### src/rtl/fifo_rr_arbiter_pkg.sv
// fifo_arb_pkg: shared FSM encoding, beat counter width and tag-width helper for fifo_rr_arbiter
package fifo_arb_pkg;
    typedef enum logic {
        IDLE = 1'b0,
        LOCK = 1'b1
    } state_e;
    localparam int BEAT_CNT_W = 16;
    localparam logic [BEAT_CNT_W-1:0] BEAT_CNT_MAX = 16'hFFFF;
    function automatic int tag_w(input int n);
        return (n <= 2) ? 1 : $clog2(n);
    endfunction
endpackage

### src/rtl/fifo_rr_arbiter_pick.sv
// rr_pick: combinational rotate-priority picker
// Ports: req (candidate vector), rr_ptr (highest-priority index) -> win (chosen index), found (any candidate)
module rr_pick
    import fifo_arb_pkg::*;
#(
    parameter int NUM_REQ   = 4,
    parameter int TAG_WIDTH = tag_w(NUM_REQ)
) (
    input  logic [NUM_REQ-1:0]   req,
    input  logic [TAG_WIDTH-1:0] rr_ptr,
    output logic [TAG_WIDTH-1:0] win,
    output logic                 found
);
    logic [TAG_WIDTH-1:0] j;
    always_comb begin
        win   = '0;
        found = 1'b0;
        j     = '0;
        // Farthest offset first so the nearest valid index overwrites it.
        for (int i = NUM_REQ - 1; i >= 0; i--) begin
            j = TAG_WIDTH'((int'(rr_ptr) + i) % NUM_REQ);
            if (req[j]) begin
                win   = j;
                found = 1'b1;
            end
        end
    end
endmodule

### src/rtl/fifo_rr_arbiter.sv
// fifo_rr_arbiter: round-robin merge of NUM_REQ valid/ready producers onto one sync_fifo write port
// Ports: clk, rst_n (async, active-low); req_valid/req_ready/req_data per requester;
//        fifo_ivalid/fifo_idata ({tag, payload}, registered) with fifo_iready; beat_cnt (saturating); busy.
// Optional: define FIFO_ARB_BURST_EN to lock a grant for up to BURST_LEN beats.
module fifo_rr_arbiter
    import fifo_arb_pkg::*;
#(
    parameter int NUM_REQ    = 4,
    parameter int DATA_WIDTH = 32,
    parameter int TAG_WIDTH  = tag_w(NUM_REQ),
    parameter int BURST_LEN  = 4
) (
    input  logic                            clk,
    input  logic                            rst_n,
    input  logic [NUM_REQ-1:0]              req_valid,
    output logic [NUM_REQ-1:0]              req_ready,
    input  logic [NUM_REQ*DATA_WIDTH-1:0]   req_data,
    output logic                            fifo_ivalid,
    input  logic                            fifo_iready,
    output logic [TAG_WIDTH+DATA_WIDTH-1:0] fifo_idata,
    output logic [BEAT_CNT_W-1:0]           beat_cnt,
    output logic                            busy
);
    localparam int BW = $clog2(BURST_LEN + 1);

    state_e                          state_q, state_d;
    logic [BW-1:0]                   burst_q, burst_d;
    logic [TAG_WIDTH-1:0]            rr_ptr_q, rr_ptr_d;
    logic                            ivalid_q, ivalid_d;
    logic [TAG_WIDTH+DATA_WIDTH-1:0] idata_q, idata_d;
    logic [BEAT_CNT_W-1:0]           cnt_q, cnt_d;
    logic [TAG_WIDTH-1:0]            win;
    logic [NUM_REQ-1:0]              cand;
    logic                            found, xfer;

    function automatic logic [TAG_WIDTH-1:0] nxt(input logic [TAG_WIDTH-1:0] i);
        return (i == TAG_WIDTH'(NUM_REQ - 1)) ? '0 : i + TAG_WIDTH'(1);
    endfunction

`ifdef FIFO_ARB_BURST_EN
    logic [TAG_WIDTH-1:0] owner_q, owner_d;
    // While locked only the owner may win.
    assign cand = (state_q == LOCK) ? (req_valid & (NUM_REQ'(1) << owner_q)) : req_valid;
`else
    assign cand = req_valid;
`endif

    rr_pick #(
        .NUM_REQ  (NUM_REQ),
        .TAG_WIDTH(TAG_WIDTH)
    ) u_pick (
        .req   (cand),
        .rr_ptr(rr_ptr_q),
        .win   (win),
        .found (found)
    );

    assign xfer        = fifo_iready & found;
    assign req_ready   = (xfer & rst_n) ? (NUM_REQ'(1) << win) : '0;
    assign fifo_ivalid = ivalid_q;
    assign fifo_idata  = idata_q;
    assign beat_cnt    = cnt_q;
    assign busy        = (|req_valid) | ivalid_q;

    always_comb begin
        state_d  = state_q;
        burst_d  = burst_q;
        rr_ptr_d = rr_ptr_q;
        ivalid_d = xfer;
        idata_d  = xfer ? {win, req_data[int'(win)*DATA_WIDTH +: DATA_WIDTH]} : idata_q;
        cnt_d    = (xfer && cnt_q != BEAT_CNT_MAX) ? cnt_q + BEAT_CNT_W'(1) : cnt_q;
`ifdef FIFO_ARB_BURST_EN
        owner_d  = owner_q;
        if (state_q == IDLE) begin
            if (xfer) begin
                rr_ptr_d = nxt(win);
                if (BURST_LEN > 1) begin
                    state_d = LOCK;
                    owner_d = win;
                    burst_d = BW'(1);
                end
            end
        end else if (fifo_iready && !req_valid[owner_q]) begin
            // Owner went quiet while the FIFO could accept: release the lock.
            state_d  = IDLE;
            burst_d  = '0;
            rr_ptr_d = nxt(owner_q);
        end else if (xfer) begin
            burst_d = burst_q + BW'(1);
            if (burst_d == BW'(BURST_LEN)) begin
                state_d  = IDLE;
                burst_d  = '0;
                rr_ptr_d = nxt(owner_q);
            end
        end
`else
        if (xfer) rr_ptr_d = nxt(win);
`endif
    end

    always_ff @(posedge clk or negedge rst_n) begin
        if (!rst_n) begin
            state_q  <= IDLE;
            burst_q  <= '0;
            rr_ptr_q <= '0;
            ivalid_q <= 1'b0;
            idata_q  <= '0;
            cnt_q    <= '0;
`ifdef FIFO_ARB_BURST_EN
            owner_q  <= '0;
`endif
        end else begin
            state_q  <= state_d;
            burst_q  <= burst_d;
            rr_ptr_q <= rr_ptr_d;
            ivalid_q <= ivalid_d;
            idata_q  <= idata_d;
            cnt_q    <= cnt_d;
`ifdef FIFO_ARB_BURST_EN
            owner_q  <= owner_d;
`endif
        end
    end
endmodule
### config.mk
export PLATFORM = sky130hd
export DESIGN_NAME = fifo_rr_arbiter
export DESIGN_NICKNAME = d
export VERILOG_FILES = /design/src/rtl/fifo_rr_arbiter_pkg.sv /design/src/rtl/fifo_rr_arbiter_pick.sv /design/src/rtl/fifo_rr_arbiter.sv
export SDC_FILE = /design/constraint.sdc
export NUM_CORES = 1
export LEC_CHECK = 0
export ABC_CLOCK_PERIOD_IN_PS = 2500
export CELL_PAD_IN_SITES_DETAIL_PLACEMENT = 1
export CELL_PAD_IN_SITES_GLOBAL_PLACEMENT = 1
export CORE_MARGIN = 3
export CORE_UTILIZATION = 28
export CTS_BUF_LIST = sky130_fd_sc_hd__clkbuf_4
export CTS_CLUSTER_SIZE = 20
export DETAILED_ROUTE_END_ITERATION = 7
export MAX_ROUTING_LAYER = met4
export PLACE_DENSITY_LB_ADDON = 0.05
export SLEW_MARGIN = 40
export SYNTH_ARGS = -nofsm -noshare
export SYNTH_HDL_FRONTEND = slang
export SYNTH_SLANG_ARGS = --single-unit
export TNS_END_PERCENT = 5
### constraint.sdc
create_clock -name clk -period 2.5 [get_ports clk]
set_input_delay 0.375 -clock clk [delete_from_list [all_inputs] [get_ports clk]]
set_output_delay 0.375 -clock clk [all_outputs]
set_load 0.02 [all_outputs]
==> results.md <==
- DIE HEIGHT: 114.3 microns
- Req. time, crit path: 2120 ps
- Final instance area: around 5500 sq um
- Endpoint class of the critical path: primary output
- YS warnings: 0
- Met1 Resource Use GR: 25.04%
- Worst IR Drop VDD: 0.4558 mV
- Initial DRC count: 115
- I/O Pins: 191
- CP Data Arrival Time: roughly 2100 ps
- Post-Synth Adder-Cell Area: 0.7625%
- Post-synthesis mux area share: 10.41%
- Peak Freq: 401.4 MHz
- Worst-margin pin slew: 675.7 ps
- RSZ-0062 raised after global routing: true
- Placed cell area: 5445 sq um
- Setup-failing EPs final: 0
- Max Slew Vio Count: 0
- Routed length per instance: between 15 and 20 microns
- Setup TNS: 0 ps
- Final Wtd Congestion: roughly 0.80
- Antenna cells: 0
- Reg-to-reg startpoint: rr_ptr_q[1]
- Syn Area/Cell: 10.42 sq um
- Combinational family with the most area after synthesis: compound AO/OA/AOI/OAI gates
- Share of cells above drive strength 1: 16.76%
- Synth Instances: 315
- DRT antenna net count: 0
- DP Wirelength: 9.458 mm
- Drt pass-1 iters: 5
- GRT met3 Usage: about 5.2%
- Number of global-route vias before repair: 3699
- Compound-Gate Fraction of Synth Area: between 20 and 25%
- Tot Pwr: 0.004042 W
- FP Rows: 38
- CTS sink cnt: 53
- Clk slew on worst S/H paths: about 160 ps
- Fin crit period: around 2500 ps
- Final period utilization: 99.64%
- Simple-gate share of the synthesized area: between 10% and 20%
- Max Cap Viol: 0
- Most frequent cells in the layout: clkdlybuf4s50_1, dfrtp_1, nor2_1
- Synthesized area: 3282 sq um
- Crit-path max FO: 4
- M2 GR Usage: between 30% and 40%
- Crit. Startpoint: req_valid[0]
- Clock Latency Late Sink: 430 ps
- CTS tree: built
- H-tree levels: 2
- Cts bufs inserted: 5
- Synth Register Bits: 53
- Critical path type: input pin to primary output
- Initial antenna violation count: 0
- Xor/xnor share of the synthesized area: 4.003%
- Pwr/cell area: 729.2 nW/um^2
- Port Buffers: 190
- Starting density of the core: 29.50%
- Status: finished, final reports clean
- Post-route DRC: 0
- Nets: 655
- Yosys cell types: 39
- Synth Flop Type: dfrtp_1
- EDFF count, synth: 0
- Die Wd: 114.3 microns
- Static Leak: 2.290 nW
- Share of flip-flops with an asynchronous set or reset: 100.0%
- Die area: approximately 13000 sq um
- Hold Violations, Final: 0
- Largest net degree at the start of global routing: 47
- Skew final: between 15 and 20 ps
- Core Area: 11130 sq um
- Seq/Total Area, Yosys: between 40% and 50%
- Hold crit path type: input pin to async pin
- Max-Slew Margin vs Limit: 54.96%
- Busiest grt layer: met2
- Crit start category: input pin
- Total Wirelength: 12.70 mm
- CTS root buf: clkbuf_4
- Longest Clk Path Bufs: 2
- GRT Overall Usage: 20.37%
- Fill count: 1258
- Layout area overhead: 68.89%
- Syn Nets: 452
- Vias: 3316
- DR vias/cell: 5.032
- Global-route wire length before repair: approximately 20 mm
- Most common cell after layout, fill and taps aside: clkdlybuf4s50_1
- Gr ovfl total: 0
[state kept, by name (all words and copies together), names as in the netlist]
signal	flops
beat_cnt	16
fifo_idata	34
rr_ptr_q	2
fifo_ivalid	1
[per-stage QoR]
stage | std cells | worst slack [ps] | util (%) | hold WS, ps
5_1_grt | 659 | -85.82 | 49.82 | 468.7
3_3_place_gp | 648 | -462.8 | 48.94 | 420.5
3_5_place_dp | 648 | -493.0 | 48.94 | 408.5
4_1_cts | 658 | -53.28 | 49.61 | 473.3
6_report | 659 | 8.896 | 49.82 | 500.5
2_1_floorplan | 315 | 457.5 | - | 79.41
[kinds of logic (layout without fill, tap and decap cells)]
group                      count (synthesis)  in the layout
and+or+nand+nor                          109            109
DFF                                       53             53
AOI/OAI and AO/OA                         75             75
buffers and inverters                     27            231
muxes                                     34             34
adders and majority gates                  2              2
xor gates and xnor gates                  15             15
[worst max-delay path: stages]
cell and delay (ps):
clkdlybuf4s50_1 470, nor3b_2 190, or4_4 560, inv_2 80
ha_1 140, and3_4 180, buf_6 110
[worst paths after layout]
check,slack [ps],depth (start not counted),end
setup / recovery,9,7,req_ready[2]
hold / removal,500,3,fifo_idata[31]
setup reg to reg,120,9,fifo_idata[16]
hold reg to reg,500,1,fifo_idata[33]
max in group asynchronous,1330,3,rr_ptr_q[0]
min in group clk,500,1,fifo_idata[33]
[cell usage after synthesis, types with 2 or more instances]
| cell type | count | area share [%] |
|---|---|---|
| ha_1 | 2 | 0.76 |
| nand4_1 | 8 | 1.5 |
| a21oi_1 | 2 | 0.31 |
| buf_4 | 7 | 1.6 |
| buf_6 | 3 | 1.0 |
| o21ai_0 | 2 | 0.31 |
| a211oi_2 | 28 | 11 |
| dfrtp_1 | 53 | 40 |
| xnor2_1 | 10 | 2.7 |
| mux2i_1 | 33 | 10 |
| clkbuf_1 | 8 | 0.92 |
| nor3_1 | 4 | 0.61 |
| buf_2 | 4 | 0.61 |
| inv_1 | 2 | 0.23 |
| and3_1 | 34 | 6.5 |
| nand2_1 | 11 | 1.3 |
| a21o_1 | 2 | 0.46 |
| nand3_1 | 3 | 0.46 |
| inv_2 | 2 | 0.23 |
| xor2_1 | 5 | 1.3 |
| a211oi_1 | 36 | 8.2 |
| and4_1 | 2 | 0.53 |
| nor2_1 | 38 | 4.3 |
[power breakdown]
group          switching (W)  leakage, nW  internal (W)
Clock               0.000317       0.0352      0.000112
Combinational        0.00114         1.63       0.00115
Sequential          0.000201        0.627       0.00112
Total                0.00166         2.29       0.00238
[cell type report]
type                            count  area [sq um]  share of cell area, %
Timing Repair Buffer              219          2131                  38.44
Multi-Input combinational cell    235          1834                  33.09
Sequential cell                    53          1328                  23.95
Tap cell                          140         175.2                  3.160
Clock buffer                        5         37.54                 0.6772
Clock inverter                      3         22.52                 0.4063
Inverter                            4         15.01                 0.2709
[layer usage]
layer | up-vias | part of all wire (%)
li1 | 1584 | -
met1 | 1597 | 43
met2 | 127 | 48
met3 | 8 | 8.1
met4 | 0 | 1.1
met5 | - | 0
[repair_timing]
action,CTS,global route
setup buffers,1,1
pin swaps,0,1
hold endpoints to repair,7,0
gates resized for setup,23,8
hold buffers,1,0
endpoints found under the setup margin,5,4
Note: power is estimated with default switching activity, not from simulation.
